`config.mk`:
```
export PLATFORM = sky130hd
export DESIGN_NAME = iob_wishbone2iob_pipe
export DESIGN_NICKNAME = d
export VERILOG_FILES = /design/src/rtl/iob_wishbone2iob_pipe.sv
export SDC_FILE = /design/constraint.sdc
export NUM_CORES = 1
export LEC_CHECK = 0
export ABC_AREA = 1
export CORE_UTILIZATION = 45
export CTS_CLUSTER_SIZE = 25
export DETAILED_ROUTE_END_ITERATION = 6
export DONT_BUFFER_PORTS = 1
export SETUP_SLACK_MARGIN = 0.15
export SKIP_CTS_REPAIR_TIMING = 1
export SYNTH_ARGS = -nofsm -noshare
export SYNTH_HDL_FRONTEND = slang
export SYNTH_SLANG_ARGS = --single-unit
```
`constraint.sdc`:
```
create_clock -name clk_i -period 7.6 [get_ports clk_i]
set_input_delay 1.52 -clock clk_i [delete_from_list [all_inputs] [get_ports clk_i]]
set_output_delay 1.52 -clock clk_i [all_outputs]
set_load 0.05 [all_outputs]
```
`src/rtl/iob_wishbone2iob_pipe.sv`:
```
// Pipelined Wishbone B4 slave to IOb master bridge. It queues accepted requests in a
// FIFO and issues them in order, one IOb transaction in flight, with a per-request timeout.
module iob_wishbone2iob_pipe #(
  parameter int ADDR_W    = 32,
  parameter int DATA_W    = 32,
  parameter int REQ_DEPTH = 4,
  parameter int TIMEOUT   = 255
) (
  input  logic                        clk_i,
  input  logic                        arst_i,
  input  logic [ADDR_W-1:0]           wb_adr_i,
  input  logic [DATA_W/8-1:0]         wb_sel_i,
  input  logic                        wb_we_i,
  input  logic                        wb_cyc_i,
  input  logic                        wb_stb_i,
  input  logic [DATA_W-1:0]           wb_dat_i,
  output logic                        wb_stall_o,
  output logic                        wb_ack_o,
  output logic                        wb_err_o,
  output logic [DATA_W-1:0]           wb_dat_o,
  output logic                        valid_o,
  output logic [ADDR_W-1:0]           address_o,
  output logic [DATA_W-1:0]           wdata_o,
  output logic [DATA_W/8-1:0]         wstrb_o,
  input  logic [DATA_W-1:0]           rdata_i,
  input  logic                        ready_i,
  output logic [$clog2(REQ_DEPTH):0]  level_o
);

  localparam int SEL_W   = DATA_W / 8;
  localparam int PTR_W   = $clog2(REQ_DEPTH);
  localparam int LVL_W   = PTR_W + 1;
  localparam int CNT_W   = (TIMEOUT > 1) ? $clog2(TIMEOUT) : 1;
  localparam int TO_LAST = (TIMEOUT > 0) ? TIMEOUT - 1 : 0;
  localparam int ENT_W   = ADDR_W + SEL_W + DATA_W;

  typedef enum logic {
    ST_IDLE = 1'b0,
    ST_REQ  = 1'b1
  } state_e;

  // Observable FSM state; valid_o is always equal to (state == ST_REQ).
  state_e state;

  logic [ENT_W-1:0] mem [REQ_DEPTH];
  logic [PTR_W-1:0] wr_ptr;
  logic [PTR_W-1:0] rd_ptr;
  logic [LVL_W-1:0] level_nxt;
  logic [CNT_W-1:0] wait_cnt;
  logic             suppress;
  logic [ENT_W-1:0] head;

  logic push, pop, flush, fifo_empty, in_req, timeout_hit, done, drop_rsp;

  // Handshakes: a Wishbone request is taken on any edge with cyc & stb & ~stall; an IOb
  // request is presented while valid_o is high and retires on the edge where ready_i is
  // high (or the wait counter expires); valid_o and the payload never change before that.
  assign flush       = ~wb_cyc_i;
  assign push        = wb_cyc_i & wb_stb_i & ~wb_stall_o;
  assign fifo_empty  = (level_o == '0);
  assign in_req      = (state == ST_REQ);
  assign timeout_hit = (TIMEOUT > 0) && in_req && !ready_i && (wait_cnt == CNT_W'(TO_LAST));
  assign done        = in_req & (ready_i | timeout_hit);
  assign pop         = wb_cyc_i & ~fifo_empty & (~in_req | done);
  assign drop_rsp    = suppress | ~wb_cyc_i;
  assign head        = mem[rd_ptr];

  always_comb begin
    level_nxt = level_o;
    if (flush) begin
      level_nxt = '0;
    end else if (push && !pop) begin
      level_nxt = level_o + 1'b1;
    end else if (pop && !push) begin
      level_nxt = level_o - 1'b1;
    end
  end

  always_ff @(posedge clk_i) begin
    if (push) begin
      mem[wr_ptr] <= {wb_adr_i, (wb_we_i ? wb_sel_i : {SEL_W{1'b0}}), wb_dat_i};
    end
  end

  always_ff @(posedge clk_i or posedge arst_i) begin
    if (arst_i) begin
      wr_ptr     <= '0;
      rd_ptr     <= '0;
      level_o    <= '0;
      wb_stall_o <= 1'b0;
    end else begin
      level_o    <= level_nxt;
      wb_stall_o <= (level_nxt == LVL_W'(REQ_DEPTH));
      if (flush) begin
        wr_ptr <= '0;
        rd_ptr <= '0;
      end else begin
        if (push) wr_ptr <= wr_ptr + 1'b1;
        if (pop)  rd_ptr <= rd_ptr + 1'b1;
      end
    end
  end

  always_ff @(posedge clk_i or posedge arst_i) begin
    if (arst_i) begin
      state     <= ST_IDLE;
      valid_o   <= 1'b0;
      address_o <= '0;
      wdata_o   <= '0;
      wstrb_o   <= '0;
      wait_cnt  <= '0;
      suppress  <= 1'b0;
      wb_ack_o  <= 1'b0;
      wb_err_o  <= 1'b0;
      wb_dat_o  <= '0;
    end else begin
      wb_ack_o <= done & ready_i & ~drop_rsp;
      wb_err_o <= done & ~ready_i & ~drop_rsp;
      wb_dat_o <= (done & ready_i & ~drop_rsp & (wstrb_o == '0)) ? rdata_i : '0;
      if (pop) begin
        state                           <= ST_REQ;
        valid_o                         <= 1'b1;
        {address_o, wstrb_o, wdata_o}   <= head;
        wait_cnt                        <= '0;
        suppress                        <= 1'b0;
      end else if (done) begin
        state    <= ST_IDLE;
        valid_o  <= 1'b0;
        suppress <= 1'b0;
      end else if (in_req) begin
        wait_cnt <= wait_cnt + 1'b1;
        // An abort while in flight lets IOb finish but hides the response from Wishbone.
        if (flush) suppress <= 1'b1;
      end
    end
  end

endmodule

```
After elaboration in Yosys (flattened, before gate mapping)

Memories as Yosys holds them, arrays and structs flattened. A register that Yosys moved wholly into a read port is not among the register bits.
Cells that the tools add are included.

Logic and storage cells: 75
Output and inout port bits: 107
Memories kept: 1
Bits in writable memories: 272
Register bits after elaboration: 52

Memory list:

| name | words | width | read ports | clocked after Yosys merged registers in | write ports | RTL line | RTL |
|---|---|---|---|---|---|---|---|
| mem  | 4     | 68    | 1          | 1                                       | 1           | 45       | `logic [ENT_W-1:0] mem [REQ_DEPTH];` |

Reduce and logical (&&, ||, !) cells: 14
Bitwise logic cells: 19
Eq/ne operators: 6
Multiplexer cells: 20
Add/subtract/negate cells: 5

Operators with widths:

| kind                  | count |
|---|---|
| $mux W32              | 1 |
| $mux W8               | 3 |
| $and A1 B1 Y1         | 10 |
| $mux W3               | 3 |
| $add A8 B1 Y8 const B | 1 |
| $eq A8 B8 Y1 const B  | 1 |
| $mux W1               | 8 |
| $mux W2               | 4 |
| $not A1 Y1            | 6 |
| $add A2 B1 Y2 const B | 2 |
| $logic_and A1 B1 Y1   | 4 |
| $logic_not A4 Y1      | 1 |
| $mux W4               | 1 |
| $ne A2 B1 Y1 const B  | 2 |
| $reduce_and A2 Y1     | 2 |
| $reduce_bool A2 Y1    | 2 |
| $add A3 B1 Y3 const B | 1 |
| $eq A3 B3 Y1 const B  | 1 |
| $logic_not A1 Y1      | 3 |
| $logic_not A3 Y1      | 1 |
| $ne A3 B1 Y1 const B  | 1 |
| $or A1 B1 Y1          | 3 |
| $reduce_bool A3 Y1    | 1 |
| $sub A3 B1 Y3 const B | 1 |
| $ne A2 B2 Y1 const B  | 1 |

Depth between registers and ports, before layout

Gate-level depths: netlist (run 1).

Word-level depth: 12
Gate-level depth with buffers: 13
Depth with buffers taken out: 13

Worst setup path before layout (run 1)

Ideal clock, no wire load.

Path kind: in2reg
Start: input wb_cyc_i
End: memory mem[0][0] in the netlist's numbering, enable pin
Slack: 2.439 ns
Data arrival time: 4.666 ns
Stages: 4
Buffers on the path: 0
Required time: 7.106 ns
Cells stage by stage: inv_1 nor2_1 nand2_2 nor2_1

Cells in the longest elaborated chain, start to end: 4

RTL lines:

| element                     | RTL line | RTL |
|---|---|---|
| start, declared             | 14       | `input logic wb_cyc_i,` |
| $and A1 B1 Y1 (2 in series) | 59       | `assign push = wb_cyc_i & wb_stb_i & ~wb_stall_o;` |
| $mux W1                     | 80       | `if (push) begin` |
| $mux W1                     | 81       | `mem[wr_ptr] <= {wb_adr_i, (wb_we_i ? wb_sel_i : {SEL_W{1'b0}}), wb_dat_i};` |
| end, declared               | 45       |  |

Every way passes these cells.

Worst setup path in the final report (run 1)

Start: input wb_cyc_i
End: memory mem[0][29] in the netlist's numbering, enable pin

The elaborated chain is that of the path after synthesis.

==> run_summary.xml, run 1 <==
<?xml version="1.0" encoding="UTF-8"?>
<metrics>
  <group name="outcome">
    <metric name="run_status" unit="">complete, no violations</metric>
  </group>
  <group name="sta">
    <metric name="worst_slew_pin_slew" unit="ns">1.09</metric>
    <metric name="layout_min_cycle_time" unit="ns">3.18</metric>
    <metric name="grt_setup_unrepaired" unit="">false</metric>
    <metric name="slew-limit-headroom" unit="%">27.5</metric>
    <metric name="timing.clock.skew" unit="ns">0.0141</metric>
    <metric name="final_hold_violation_count" unit="">0</metric>
    <metric name="fin_tns_setup" unit="ns">0</metric>
    <metric name="timing.final.max_slew_violations" unit="">0</metric>
    <metric name="layout_worst_path_cycle_share" unit="%">41.9</metric>
    <metric name="final.hold.worst_slack" unit="ns">0.530</metric>
    <metric name="max_freq" unit="MHz">314</metric>
    <metric name="setup_viol" unit="">0</metric>
  </group>
  <group name="pwr">
    <metric name="intPower" unit="mW">4.09</metric>
    <metric name="comb_power_share" unit="%">15.3</metric>
    <metric name="power_switching" unit="mW">2.37</metric>
    <metric name="cellLeakagePower" unit="nW">6.15</metric>
    <metric name="power_switching_share" unit="%">36.7</metric>
    <metric name="power.density" unit="nW/um^2">386</metric>
    <metric name="power.clock.fraction" unit="%">30.9</metric>
    <metric name="p_seq_share" unit="%">53.8</metric>
    <metric name="ir_worst_vdd" unit="V">0.000231</metric>
  </group>
  <group name="synth">
    <metric name="synth.yosys.seq_area_share" unit="%">74.2</metric>
    <metric name="synthesized_flop_and_latch_total" unit="">392</metric>
    <metric name="yosys.area.top_type_share" unit="%">54.3</metric>
    <metric name="netlist_area" unit="sq um">15100</metric>
    <metric name="post_synth_num_cell_types" unit="">30</metric>
    <metric name="synthesis.nets" unit="">1309</metric>
    <metric name="synth.yosys.warnings" unit="">0</metric>
    <metric name="synth_largest_area_cell" unit="">sky130_fd_sc_hd__edfxtp_1</metric>
    <metric name="post_synth_inst_count" unit="">1194</metric>
    <metric name="most_area_consuming_cells_after_synthesis" unit="">sky130_fd_sc_hd__edfxtp_1, sky130_fd_sc_hd__dfrtp_1, sky130_fd_sc_hd__nor2_1</metric>
    <metric name="synth.avg_cell_area" unit="sq um">12.6</metric>
  </group>
  <group name="hold_path">
    <metric name="hold_path.startpoint" unit="">wait_cnt[4]</metric>
    <metric name="holdCritPathClass" unit="">reg2reg</metric>
    <metric name="worstHoldEndpoint" unit="">wait_cnt[4]</metric>
    <metric name="worst_hold_path.num_cells" unit="">1</metric>
  </group>
  <group name="floorplan">
    <metric name="design.die.area" unit="sq um">34200</metric>
    <metric name="core-area" unit="sq um">32700</metric>
    <metric name="initial_utilization" unit="%">46.0</metric>
    <metric name="dieHeight" unit="microns">185</metric>
    <metric name="die_w" unit="microns">185</metric>
    <metric name="placement_rows" unit="">66</metric>
    <metric name="ios" unit="">213</metric>
  </group>
  <group name="worst_setup_path">
    <metric name="worst_r2r_startpoint" unit="">level_o[0]</metric>
    <metric name="critical_path_capture_point_type" unit="">flip-flop</metric>
    <metric name="arrival" unit="ns">3.35</metric>
    <metric name="r2r_cells" unit="">8</metric>
    <metric name="path_max_fanout" unit="">40</metric>
    <metric name="cp_data_required_time" unit="ns">7.77</metric>
    <metric name="critical_path.reg2reg.endpoint" unit="">wdata_o[28]</metric>
    <metric name="timing_worst_setup_path_type" unit="">in2reg</metric>
    <metric name="r2r_setup_slack" unit="ns">4.44</metric>
    <metric name="type_of_origin_of_the_critical_path" unit="">input pin</metric>
  </group>
  <group name="routing">
    <metric name="route.vias.total" unit="">8498</metric>
    <metric name="drt-vias-per-instance" unit="">5.12</metric>
    <metric name="detail_route.first_pass.iterations" unit="">5</metric>
    <metric name="drt_iter0_drc" unit="">557</metric>
    <metric name="antenna_left" unit="">0</metric>
    <metric name="route.final.wire_length" unit="microns">31100</metric>
    <metric name="drc_errors" unit="">0</metric>
    <metric name="wl_per_cell" unit="microns">18.8</metric>
  </group>
  <group name="final_layout">
    <metric name="insertedDiodeCount" unit="">0</metric>
    <metric name="fill_cells" unit="">2812</metric>
    <metric name="mostFrequentLayoutCells" unit="">sky130_fd_sc_hd__nor2_1, sky130_fd_sc_hd__edfxtp_1, sky130_fd_sc_hd__o21ai_0</metric>
    <metric name="flow.area_growth_from_synthesis" unit="%">11.2</metric>
    <metric name="mostFrequentLayoutCell" unit="">sky130_fd_sc_hd__nor2_1</metric>
    <metric name="fraction_of_layout_instances_using_a_drive_strength_above_1" unit="%">10.3</metric>
    <metric name="layout.nets" unit="">1299</metric>
  </group>
  <group name="global_routing">
    <metric name="grt_overflow_total" unit="">0</metric>
    <metric name="grt_max_degree" unit="">116</metric>
    <metric name="first_pass_grt_wire_length" unit="microns">48300</metric>
    <metric name="groute.usage.overall" unit="%">18.6</metric>
    <metric name="grt_antenna_before_repair" unit="">0</metric>
    <metric name="first_global_vias" unit="">8478</metric>
  </group>
  <group name="flow_run">
    <metric name="maxCapViolCount" unit="">0</metric>
  </group>
  <group name="placement">
    <metric name="dp_hpwl" unit="microns">18200</metric>
    <metric name="place.port_buffers" unit="">0</metric>
    <metric name="place_congestion" unit="">0.771</metric>
  </group>
  <group name="clock_tree">
    <metric name="clock_path_buffers" unit="">3</metric>
    <metric name="worst_skew_pair.late_latency" unit="ns">0.54</metric>
    <metric name="numClockSinks" unit="">392</metric>
    <metric name="tritoncts" unit="">yes</metric>
    <metric name="cts.root.buffer_cell" unit="">sky130_fd_sc_hd__clkbuf_16</metric>
    <metric name="cts_buffers" unit="">43</metric>
    <metric name="worst_setup_hold_path_clk_slew" unit="ns">0.06</metric>
    <metric name="cts.htree.levels" unit="">2</metric>
  </group>
</metrics>
-- through the flow --
step / total power [mW] / utilization (%) / area, sq um / setup WS, ns / std cells
4_1_cts: 6.55 / 51.2 / 16700 / 4.38 / 1659
2_1_floorplan: 4.27 / - / 15100 / 2.44 / 1194
6_report: 6.47 / 51.2 / 16700 / 4.42 / 1659
3_5_place_dp: 4.55 / 47.0 / 15400 / 3.82 / 1581
5_1_grt: 6.80 / 51.2 / 16700 / 4.15 / 1659
3_3_place_gp: 4.52 / 47.0 / 15400 / 3.83 / 1581
-- layout make-up --
type,count,area (sq um),area share (%)
clock buffer,63,1200,7.18
clock inverter,15,153,0.912
inverter,67,265,1.59
multi-input combinational,671,3320,19.8
sequential,392,11200,66.8
tap,442,553,3.30
timing repair buffer,9,67.6,0.404
-- worst max path at each step --
stage	start	end	slack (ns)
floorplan	wb_cyc_i	mem[0][0]	2.44
global placement	wb_cyc_i	mem[0][39]	3.83
detailed placement	wb_cyc_i	mem[0][39]	3.82
CTS	wb_cyc_i	mem[0][29]	4.38
global route	level_o[0]	wdata_o[25]	4.15
finish	wb_cyc_i	mem[0][29]	4.42
-- registers in the layout (all words and copies together), names as in the netlist --
name        flops
mem           272
wstrb_o         4
wb_dat_o       32
wr_ptr          2
wait_cnt        8
level_o         3
rd_ptr          2
address_o      32
wb_stall_o      1
suppress        1
wb_ack_o        1
wdata_o        32
in_req          1
wb_err_o        1
-- layer usage --
layer	track usage [%]	share of wire, %	vias up
met2	31.4	48	272
met4	5.79	2.3	0
met1	21.6	39	4085
li1	-	-	4085
met5	0	0	-
met3	7.39	10	56
-- Yosys cell counts --
| master | instances |
|---|---|
| sky130_fd_sc_hd__edfxtp_1 | 272 |
| sky130_fd_sc_hd__buf_4 | 4 |
| sky130_fd_sc_hd__nor4_1 | 2 |
| sky130_fd_sc_hd__a31oi_2 | 41 |
| sky130_fd_sc_hd__buf_8 | 1 |
| sky130_fd_sc_hd__clkbuf_1 | 28 |
| sky130_fd_sc_hd__o22ai_1 | 1 |
| sky130_fd_sc_hd__nor3_1 | 2 |
| sky130_fd_sc_hd__o21ai_0 | 145 |
| sky130_fd_sc_hd__buf_6 | 7 |
| sky130_fd_sc_hd__ha_1 | 9 |
| sky130_fd_sc_hd__dfrtp_1 | 120 |
| sky130_fd_sc_hd__nor2_1 | 388 |
| sky130_fd_sc_hd__inv_1 | 64 |
| sky130_fd_sc_hd__inv_2 | 2 |
| sky130_fd_sc_hd__buf_2 | 21 |
| sky130_fd_sc_hd__buf_1 | 3 |
| sky130_fd_sc_hd__xnor2_1 | 1 |
| sky130_fd_sc_hd__nand2_2 | 2 |
| sky130_fd_sc_hd__nand4_1 | 3 |
| sky130_fd_sc_hd__clkinv_2 | 1 |
| sky130_fd_sc_hd__a31oi_1 | 28 |
| sky130_fd_sc_hd__xor2_1 | 1 |
| sky130_fd_sc_hd__nand2_1 | 29 |
| sky130_fd_sc_hd__nand3_1 | 12 |
| sky130_fd_sc_hd__a22o_1 | 1 |
| sky130_fd_sc_hd__a21oi_1 | 2 |
| sky130_fd_sc_hd__a21oi_2 | 1 |
| sky130_fd_sc_hd__nor2_2 | 1 |
| sky130_fd_sc_hd__nand2_4 | 2 |
-- kinds of logic after synthesis --
group | synth area share (%)
flops | 74.2
buf+inv | 3.97
xor+xnor | 0.116
fa+ha+maj | 0.748
compound gates | 9.62
simple gates | 11.3
-- power by group through the flow --
stage          sequential [mW]  clock, mW  combinational [mW]
2_1_floorplan             3.38          0               0.893
3_3_place_gp              3.53          0               0.990
3_5_place_dp              3.53          0                1.01
4_1_cts                   3.49       2.04                1.02
5_1_grt                   3.52       2.13                1.15
6_report                  3.48       2.00               0.992
-- critical path: stages --
cell and delay (ns):
sky130_fd_sc_hd__inv_1 0.07, sky130_fd_sc_hd__nor2_1 0.13, sky130_fd_sc_hd__nand2_2 0.21, sky130_fd_sc_hd__nor2_4 0.74
sky130_fd_sc_hd__buf_4 0.63
Power figures use the tool's default switching activity.
==> run 2: changes to the inputs <==
Clock period 7.6 ns to 3.3 ns, I/O delays scaled along.
==> run 2 against run 1 <==
  * Clock skew fell by 0.00068 ns
  * Flip-flop and latch count did not move
  * Cell area rose by 1.5%
  * Register-to-register slack got worse by 3.7 ns
  * Combinational power rose to 2.6 times the previous value
  * Wire length rose by 4.6%
  * Non-clock buffer count rose by 13
  * Sequential power rose by 130%
  * Final cell count rose by 0.78%
  * Count of clock-buffer cells in the layout fell by 4
  * First-iteration DRC count fell by 16%
  * Largest power group unchanged
==> run_summary.xml, run 2 (synthesis gave the netlist of run 1 again) <==
<?xml version="1.0" encoding="UTF-8"?>
<metrics>
  <group name="outcome">
    <metric name="run_status" unit="">complete, no violations</metric>
  </group>
  <group name="worst_setup_path">
    <metric name="slowest_delay" unit="ns">0.65</metric>
    <metric name="cell_chain_critical_path" unit="">inv_1 -&gt; ha_1 -&gt; a21oi_2 -&gt; nand2_4 -&gt; inv_6 -&gt; buf_4 -&gt; nor2_1 -&gt; a31oi_1</metric>
    <metric name="timing_worst_setup_path_type" unit="">reg2reg</metric>
    <metric name="cp_data_required_time" unit="ns">3.76</metric>
    <metric name="worst_r2r_startpoint" unit="">level_o[1]</metric>
    <metric name="critical_path_capture_point_type" unit="">flip-flop</metric>
    <metric name="type_of_origin_of_the_critical_path" unit="">flip-flop</metric>
    <metric name="worst-path-buf-inv" unit="">3</metric>
    <metric name="path_max_fanout" unit="">49</metric>
    <metric name="worst_setup_startpoint" unit="">level_o[1]</metric>
    <metric name="cp_slowest_cell" unit="">sky130_fd_sc_hd__dfrtp_1</metric>
    <metric name="arrival" unit="ns">2.98</metric>
    <metric name="critical_path.top_delay_family" unit="">buffers and inverters</metric>
  </group>
  <group name="final_layout">
    <metric name="layout.cells.non_filler" unit="">1672</metric>
    <metric name="largest_register_ff_count" unit="">272</metric>
    <metric name="fill_cells" unit="">2828</metric>
    <metric name="mostFrequentLayoutCells" unit="">sky130_fd_sc_hd__nor2_1, sky130_fd_sc_hd__edfxtp_1, sky130_fd_sc_hd__o21ai_0</metric>
    <metric name="fraction_of_layout_instances_using_a_drive_strength_above_1" unit="%">11.5</metric>
    <metric name="max_flop_register" unit="">mem</metric>
    <metric name="utilization" unit="%">51.9</metric>
    <metric name="layout.nets" unit="">1311</metric>
    <metric name="insertedDiodeCount" unit="">0</metric>
    <metric name="flow.area_growth_from_synthesis" unit="%">12.8</metric>
    <metric name="mostFrequentLayoutCell" unit="">sky130_fd_sc_hd__nor2_1</metric>
  </group>
  <group name="routing">
    <metric name="wl_per_cell" unit="microns">19.5</metric>
    <metric name="detail_route.first_pass.iterations" unit="">4</metric>
    <metric name="route.vias.total" unit="">8588</metric>
    <metric name="drt_iter0_drc" unit="">467</metric>
    <metric name="antenna_left" unit="">0</metric>
    <metric name="drt-vias-per-instance" unit="">5.14</metric>
    <metric name="route.final.wire_length" unit="microns">32500</metric>
    <metric name="drc_errors" unit="">0</metric>
  </group>
  <group name="global_routing">
    <metric name="grt_antenna_before_repair" unit="">0</metric>
    <metric name="first_pass_grt_wire_length" unit="microns">49500</metric>
    <metric name="grt_overflow_total" unit="">0</metric>
    <metric name="first_global_vias" unit="">8532</metric>
    <metric name="grt_max_degree" unit="">73</metric>
    <metric name="groute.usage.overall" unit="%">19.4</metric>
  </group>
  <group name="sta">
    <metric name="final_hold_violation_count" unit="">0</metric>
    <metric name="max_freq" unit="MHz">398</metric>
    <metric name="setup_viol" unit="">0</metric>
    <metric name="worst_slew_pin_slew" unit="ns">1.00</metric>
    <metric name="grt_setup_unrepaired" unit="">false</metric>
    <metric name="fin_tns_setup" unit="ns">0</metric>
    <metric name="timing.final.max_slew_violations" unit="">0</metric>
    <metric name="final.hold.worst_slack" unit="ns">0.0475</metric>
    <metric name="layout_min_cycle_time" unit="ns">2.51</metric>
    <metric name="fin_ws" unit="ns">0.786</metric>
    <metric name="slew-limit-headroom" unit="%">33.1</metric>
    <metric name="timing.clock.skew" unit="ns">0.0134</metric>
    <metric name="layout_worst_path_cycle_share" unit="%">76.2</metric>
  </group>
  <group name="placement">
    <metric name="dp_hpwl" unit="microns">19100</metric>
    <metric name="place_congestion" unit="">0.736</metric>
    <metric name="place.port_buffers" unit="">0</metric>
    <metric name="dpl.cell_count" unit="">1594</metric>
    <metric name="detailedPlace.worstSlack" unit="ns">0.753</metric>
  </group>
  <group name="hold_path">
    <metric name="holdCritPathClass" unit="">in2async</metric>
  </group>
  <group name="clock_tree">
    <metric name="cts.htree.levels" unit="">2</metric>
    <metric name="worst_setup_hold_path_clk_slew" unit="ns">0.06</metric>
    <metric name="cts.root.buffer_cell" unit="">sky130_fd_sc_hd__clkbuf_16</metric>
    <metric name="cts_buffers" unit="">42</metric>
    <metric name="tritoncts" unit="">yes</metric>
    <metric name="numClockSinks" unit="">392</metric>
    <metric name="worst_skew_pair.late_latency" unit="ns">0.54</metric>
    <metric name="clock_path_buffers" unit="">3</metric>
  </group>
  <group name="pwr">
    <metric name="power.density" unit="nW/um^2">888</metric>
    <metric name="ir_worst_vdd" unit="V">0.000601</metric>
    <metric name="cellLeakagePower" unit="nW">6.27</metric>
  </group>
  <group name="floorplan">
    <metric name="dieHeight" unit="microns">185</metric>
    <metric name="core-area" unit="sq um">32700</metric>
    <metric name="design.die.area" unit="sq um">34200</metric>
    <metric name="initial_utilization" unit="%">46.0</metric>
    <metric name="ios" unit="">213</metric>
    <metric name="die_w" unit="microns">185</metric>
    <metric name="placement_rows" unit="">66</metric>
  </group>
  <group name="flow_run">
    <metric name="maxCapViolCount" unit="">0</metric>
  </group>
</metrics>
## run 2: worst paths after layout
kind | to | slack [ns] | depth (start not counted)
max reg2reg | wdata_o[15] | 0.79 | 8
min | wb_dat_o[5] | 0.05 | 1
max in group asynchronous | rd_ptr[1] | 2.34 | 2
min in group clk_i | wb_err_o | 0.19 | 1
min reg2reg | wait_cnt[4] | 0.52 | 1
max | wdata_o[15] | 0.79 | 8
## run 2: where the power goes
group          internal (mW)  switching [mW]  leakage (nW)  total, mW
Combinational          0.852            1.68          1.67       2.53
Sequential              5.90            2.01          3.92       7.91
Clock                   2.76            1.88         0.683       4.64
## run 2: layout make-up
cell class	instances	area [sq um]	area share, %
clock buffer	59	1190	6.99
clock inverter	19	190	1.12
inverter	67	263	1.55
multi-input combinational	671	3320	19.5
sequential	392	11200	65.8
tap	442	553	3.26
timing repair buffer	22	290	1.71
## run 2: layer usage
layer	global-route usage, %	vias up	routed length (microns)
li1	-	4115	-
met1	22.3	4155	12700
met2	32.7	277	15700
met3	8.10	41	3450
met4	5.92	0	675
met5	0	-	0
## run 2: through the flow
step | cell area, sq um | power (mW)
6_report | 17000 | 15.1
5_1_grt | 17000 | 15.8
4_1_cts | 17000 | 15.3
3_5_place_dp | 15600 | 10.6
3_3_place_gp | 15600 | 10.6
2_1_floorplan | 15100 | 9.84
==> run 3: changes to the inputs <==
Clock period 3.3 ns to 2.2 ns, I/O delays scaled along.
==> run 3 against run 2 <==
  * Core utilization increased by 2.3 points
  * First-iteration DRC count increased by 10%
  * Clock skew increased by 0.0071 ns
  * Via count increased by 3.2%
  * Register-to-register slack got worse by 0.50 ns
  * Largest cell class unchanged
  * Largest power group unchanged
==> run_summary.xml, run 3 (synthesis gave the netlist of run 1 again) <==
<?xml version="1.0" encoding="UTF-8"?>
<metrics>
  <group name="final_layout">
    <metric name="fill_cells" unit="">2712</metric>
    <metric name="largest_register_ff_count" unit="">272</metric>
    <metric name="mostFrequentLayoutCells" unit="">sky130_fd_sc_hd__nor2_1, sky130_fd_sc_hd__edfxtp_1, sky130_fd_sc_hd__o21ai_0</metric>
    <metric name="layout.cells.non_filler" unit="">1749</metric>
    <metric name="utilization" unit="%">54.3</metric>
    <metric name="multi_input_comb_area" unit="sq um">3330</metric>
    <metric name="max_flop_register" unit="">mem</metric>
    <metric name="layout.nets" unit="">1389</metric>
    <metric name="mostFrequentLayoutCell" unit="">sky130_fd_sc_hd__nor2_1</metric>
    <metric name="flow.area_growth_from_synthesis" unit="%">17.9</metric>
    <metric name="final_design_area_no_fill" unit="sq um">17700</metric>
    <metric name="seqCellArea" unit="sq um">11200</metric>
    <metric name="fraction_of_layout_instances_using_a_drive_strength_above_1" unit="%">11.0</metric>
  </group>
  <group name="placement">
    <metric name="place.port_buffers" unit="">0</metric>
    <metric name="dp_hpwl" unit="microns">17100</metric>
    <metric name="place_congestion" unit="">0.762</metric>
    <metric name="post_dp_cell_area" unit="sq um">15700</metric>
    <metric name="dpl.cell_count" unit="">1598</metric>
    <metric name="detailedPlace.worstSlack" unit="ns">0.282</metric>
  </group>
  <group name="routing">
    <metric name="route.final.wire_length" unit="microns">31000</metric>
    <metric name="drt_iter0_drc" unit="">514</metric>
    <metric name="drc_errors" unit="">0</metric>
    <metric name="antenna_left" unit="">0</metric>
    <metric name="detail_route.first_pass.iterations" unit="">4</metric>
    <metric name="wl_per_cell" unit="microns">17.7</metric>
    <metric name="drt-vias-per-instance" unit="">5.07</metric>
    <metric name="route.vias.total" unit="">8862</metric>
  </group>
  <group name="hold_path">
    <metric name="worst_hold_path.num_cells" unit="">2</metric>
    <metric name="holdCritPathClass" unit="">in2reg</metric>
  </group>
  <group name="floorplan">
    <metric name="core-area" unit="sq um">32700</metric>
    <metric name="initial_utilization" unit="%">46.0</metric>
    <metric name="die_w" unit="microns">185</metric>
    <metric name="dieHeight" unit="microns">185</metric>
    <metric name="ios" unit="">213</metric>
    <metric name="design.die.area" unit="sq um">34200</metric>
    <metric name="placement_rows" unit="">66</metric>
  </group>
  <group name="global_routing">
    <metric name="first_global_vias" unit="">8401</metric>
    <metric name="grt_max_degree" unit="">106</metric>
    <metric name="grt_overflow_total" unit="">0</metric>
    <metric name="first_pass_grt_wire_length" unit="microns">47100</metric>
    <metric name="grt_antenna_before_repair" unit="">3</metric>
    <metric name="groute.usage.overall" unit="%">18.2</metric>
  </group>
  <group name="worst_setup_path">
    <metric name="cp_data_required_time" unit="ns">2.65</metric>
    <metric name="critical_path_capture_point_type" unit="">flip-flop</metric>
    <metric name="path_max_fanout" unit="">67</metric>
    <metric name="timing_worst_setup_path_type" unit="">reg2reg</metric>
    <metric name="arrival" unit="ns">2.37</metric>
    <metric name="r2r_cells" unit="">11</metric>
    <metric name="r2r_setup_slack" unit="ns">0.29</metric>
    <metric name="type_of_origin_of_the_critical_path" unit="">flip-flop</metric>
  </group>
  <group name="flow_run">
    <metric name="maxCapViolCount" unit="">0</metric>
  </group>
  <group name="clock_tree">
    <metric name="cts.root.buffer_cell" unit="">sky130_fd_sc_hd__clkbuf_16</metric>
    <metric name="worst_skew_pair.late_latency" unit="ns">0.54</metric>
    <metric name="worst_setup_hold_path_clk_slew" unit="ns">0.06</metric>
    <metric name="numClockSinks" unit="">392</metric>
    <metric name="clock_path_buffers" unit="">3</metric>
    <metric name="cts.htree.levels" unit="">2</metric>
    <metric name="tritoncts" unit="">yes</metric>
    <metric name="cts_buffers" unit="">41</metric>
  </group>
  <group name="sta">
    <metric name="max_freq" unit="MHz">522</metric>
    <metric name="slew-limit-headroom" unit="%">62.3</metric>
    <metric name="timing.clock.skew" unit="ns">0.0205</metric>
    <metric name="setup_viol" unit="">0</metric>
    <metric name="worst_slew_pin_slew" unit="ns">0.566</metric>
    <metric name="timing.final.max_slew_violations" unit="">0</metric>
    <metric name="grt_setup_unrepaired" unit="">true</metric>
    <metric name="final_hold_violation_count" unit="">0</metric>
    <metric name="final.hold.worst_slack" unit="ns">0.00841</metric>
    <metric name="layout_worst_path_cycle_share" unit="%">87.0</metric>
    <metric name="fin_tns_setup" unit="ns">0</metric>
    <metric name="fin_ws" unit="ns">0.286</metric>
    <metric name="layout_min_cycle_time" unit="ns">1.91</metric>
  </group>
  <group name="pwr">
    <metric name="ir_worst_vdd" unit="V">0.000776</metric>
    <metric name="power" unit="mW">22.5</metric>
    <metric name="power.density" unit="nW/um^2">1270</metric>
    <metric name="cellLeakagePower" unit="nW">6.58</metric>
  </group>
  <group name="outcome">
    <metric name="run_status" unit="">complete, no violations</metric>
  </group>
</metrics>
## run 3: cell types whose count changed in the layout (fill, tap and decap cells not counted), moves of 2 or more
cell                            before  now
sky130_fd_sc_hd__dlygate4sd3_1       0   75
sky130_fd_sc_hd__clkbuf_1           11   13
sky130_fd_sc_hd__buf_4              12   14
sky130_fd_sc_hd__diode_2             0    2
## run 3: final timing paths
check,start,to
worst max-delay path,wait_cnt[0],address_o[19]
worst min-delay path,rdata_i[11],wb_dat_o[11]
worst max register to register,wait_cnt[0],address_o[19]
worst min register to register,wait_cnt[6],wait_cnt[6]
max in group asynchronous,arst_i,rd_ptr[1]
min in group asynchronous,arst_i,wait_cnt[0]
## run 3: worst max-delay path: stages (launching register included)
cell                      delay, ns
sky130_fd_sc_hd__dfrtp_1       0.41
sky130_fd_sc_hd__inv_1         0.09
sky130_fd_sc_hd__ha_1          0.14
sky130_fd_sc_hd__nand2_1       0.05
sky130_fd_sc_hd__nor2_1        0.11
sky130_fd_sc_hd__nand2_2       0.09
sky130_fd_sc_hd__nand2_4       0.12
sky130_fd_sc_hd__nand2_4       0.13
sky130_fd_sc_hd__inv_6         0.11
sky130_fd_sc_hd__buf_16        0.30
sky130_fd_sc_hd__nor2_1        0.09
sky130_fd_sc_hd__a31oi_2       0.15
## run 3: final cells by class
cell class,instances,share of cell area [%]
Inverter,67,1.49
Timing Repair Buffer,101,6.22
Multi-Input combinational cell,671,18.8
Sequential cell,392,63.0
Clock buffer,60,6.65
Clock inverter,14,0.740
Tap cell,442,3.12
Antenna cell,2,0.0282
## run 3: per-layer routing
metal,part of all wire [%],global-route usage [%],vias to the layer above,wire length (microns)
met4,2.1,5.72,2,663
met3,7.2,6.63,52,2240
li1,-,-,4279,-
met1,41,20.7,4298,12800
met5,0.042,0,-,13
met2,49,31.6,231,15300
## run 3: power breakdown
part / switching [mW] / leakage (nW) / internal (mW)
Clock: 2.69 / 0.645 / 3.96
Combinational: 2.72 / 2.02 / 1.47
Sequential: 2.82 / 3.92 / 8.85
Total: 8.23 / 6.58 / 14.3
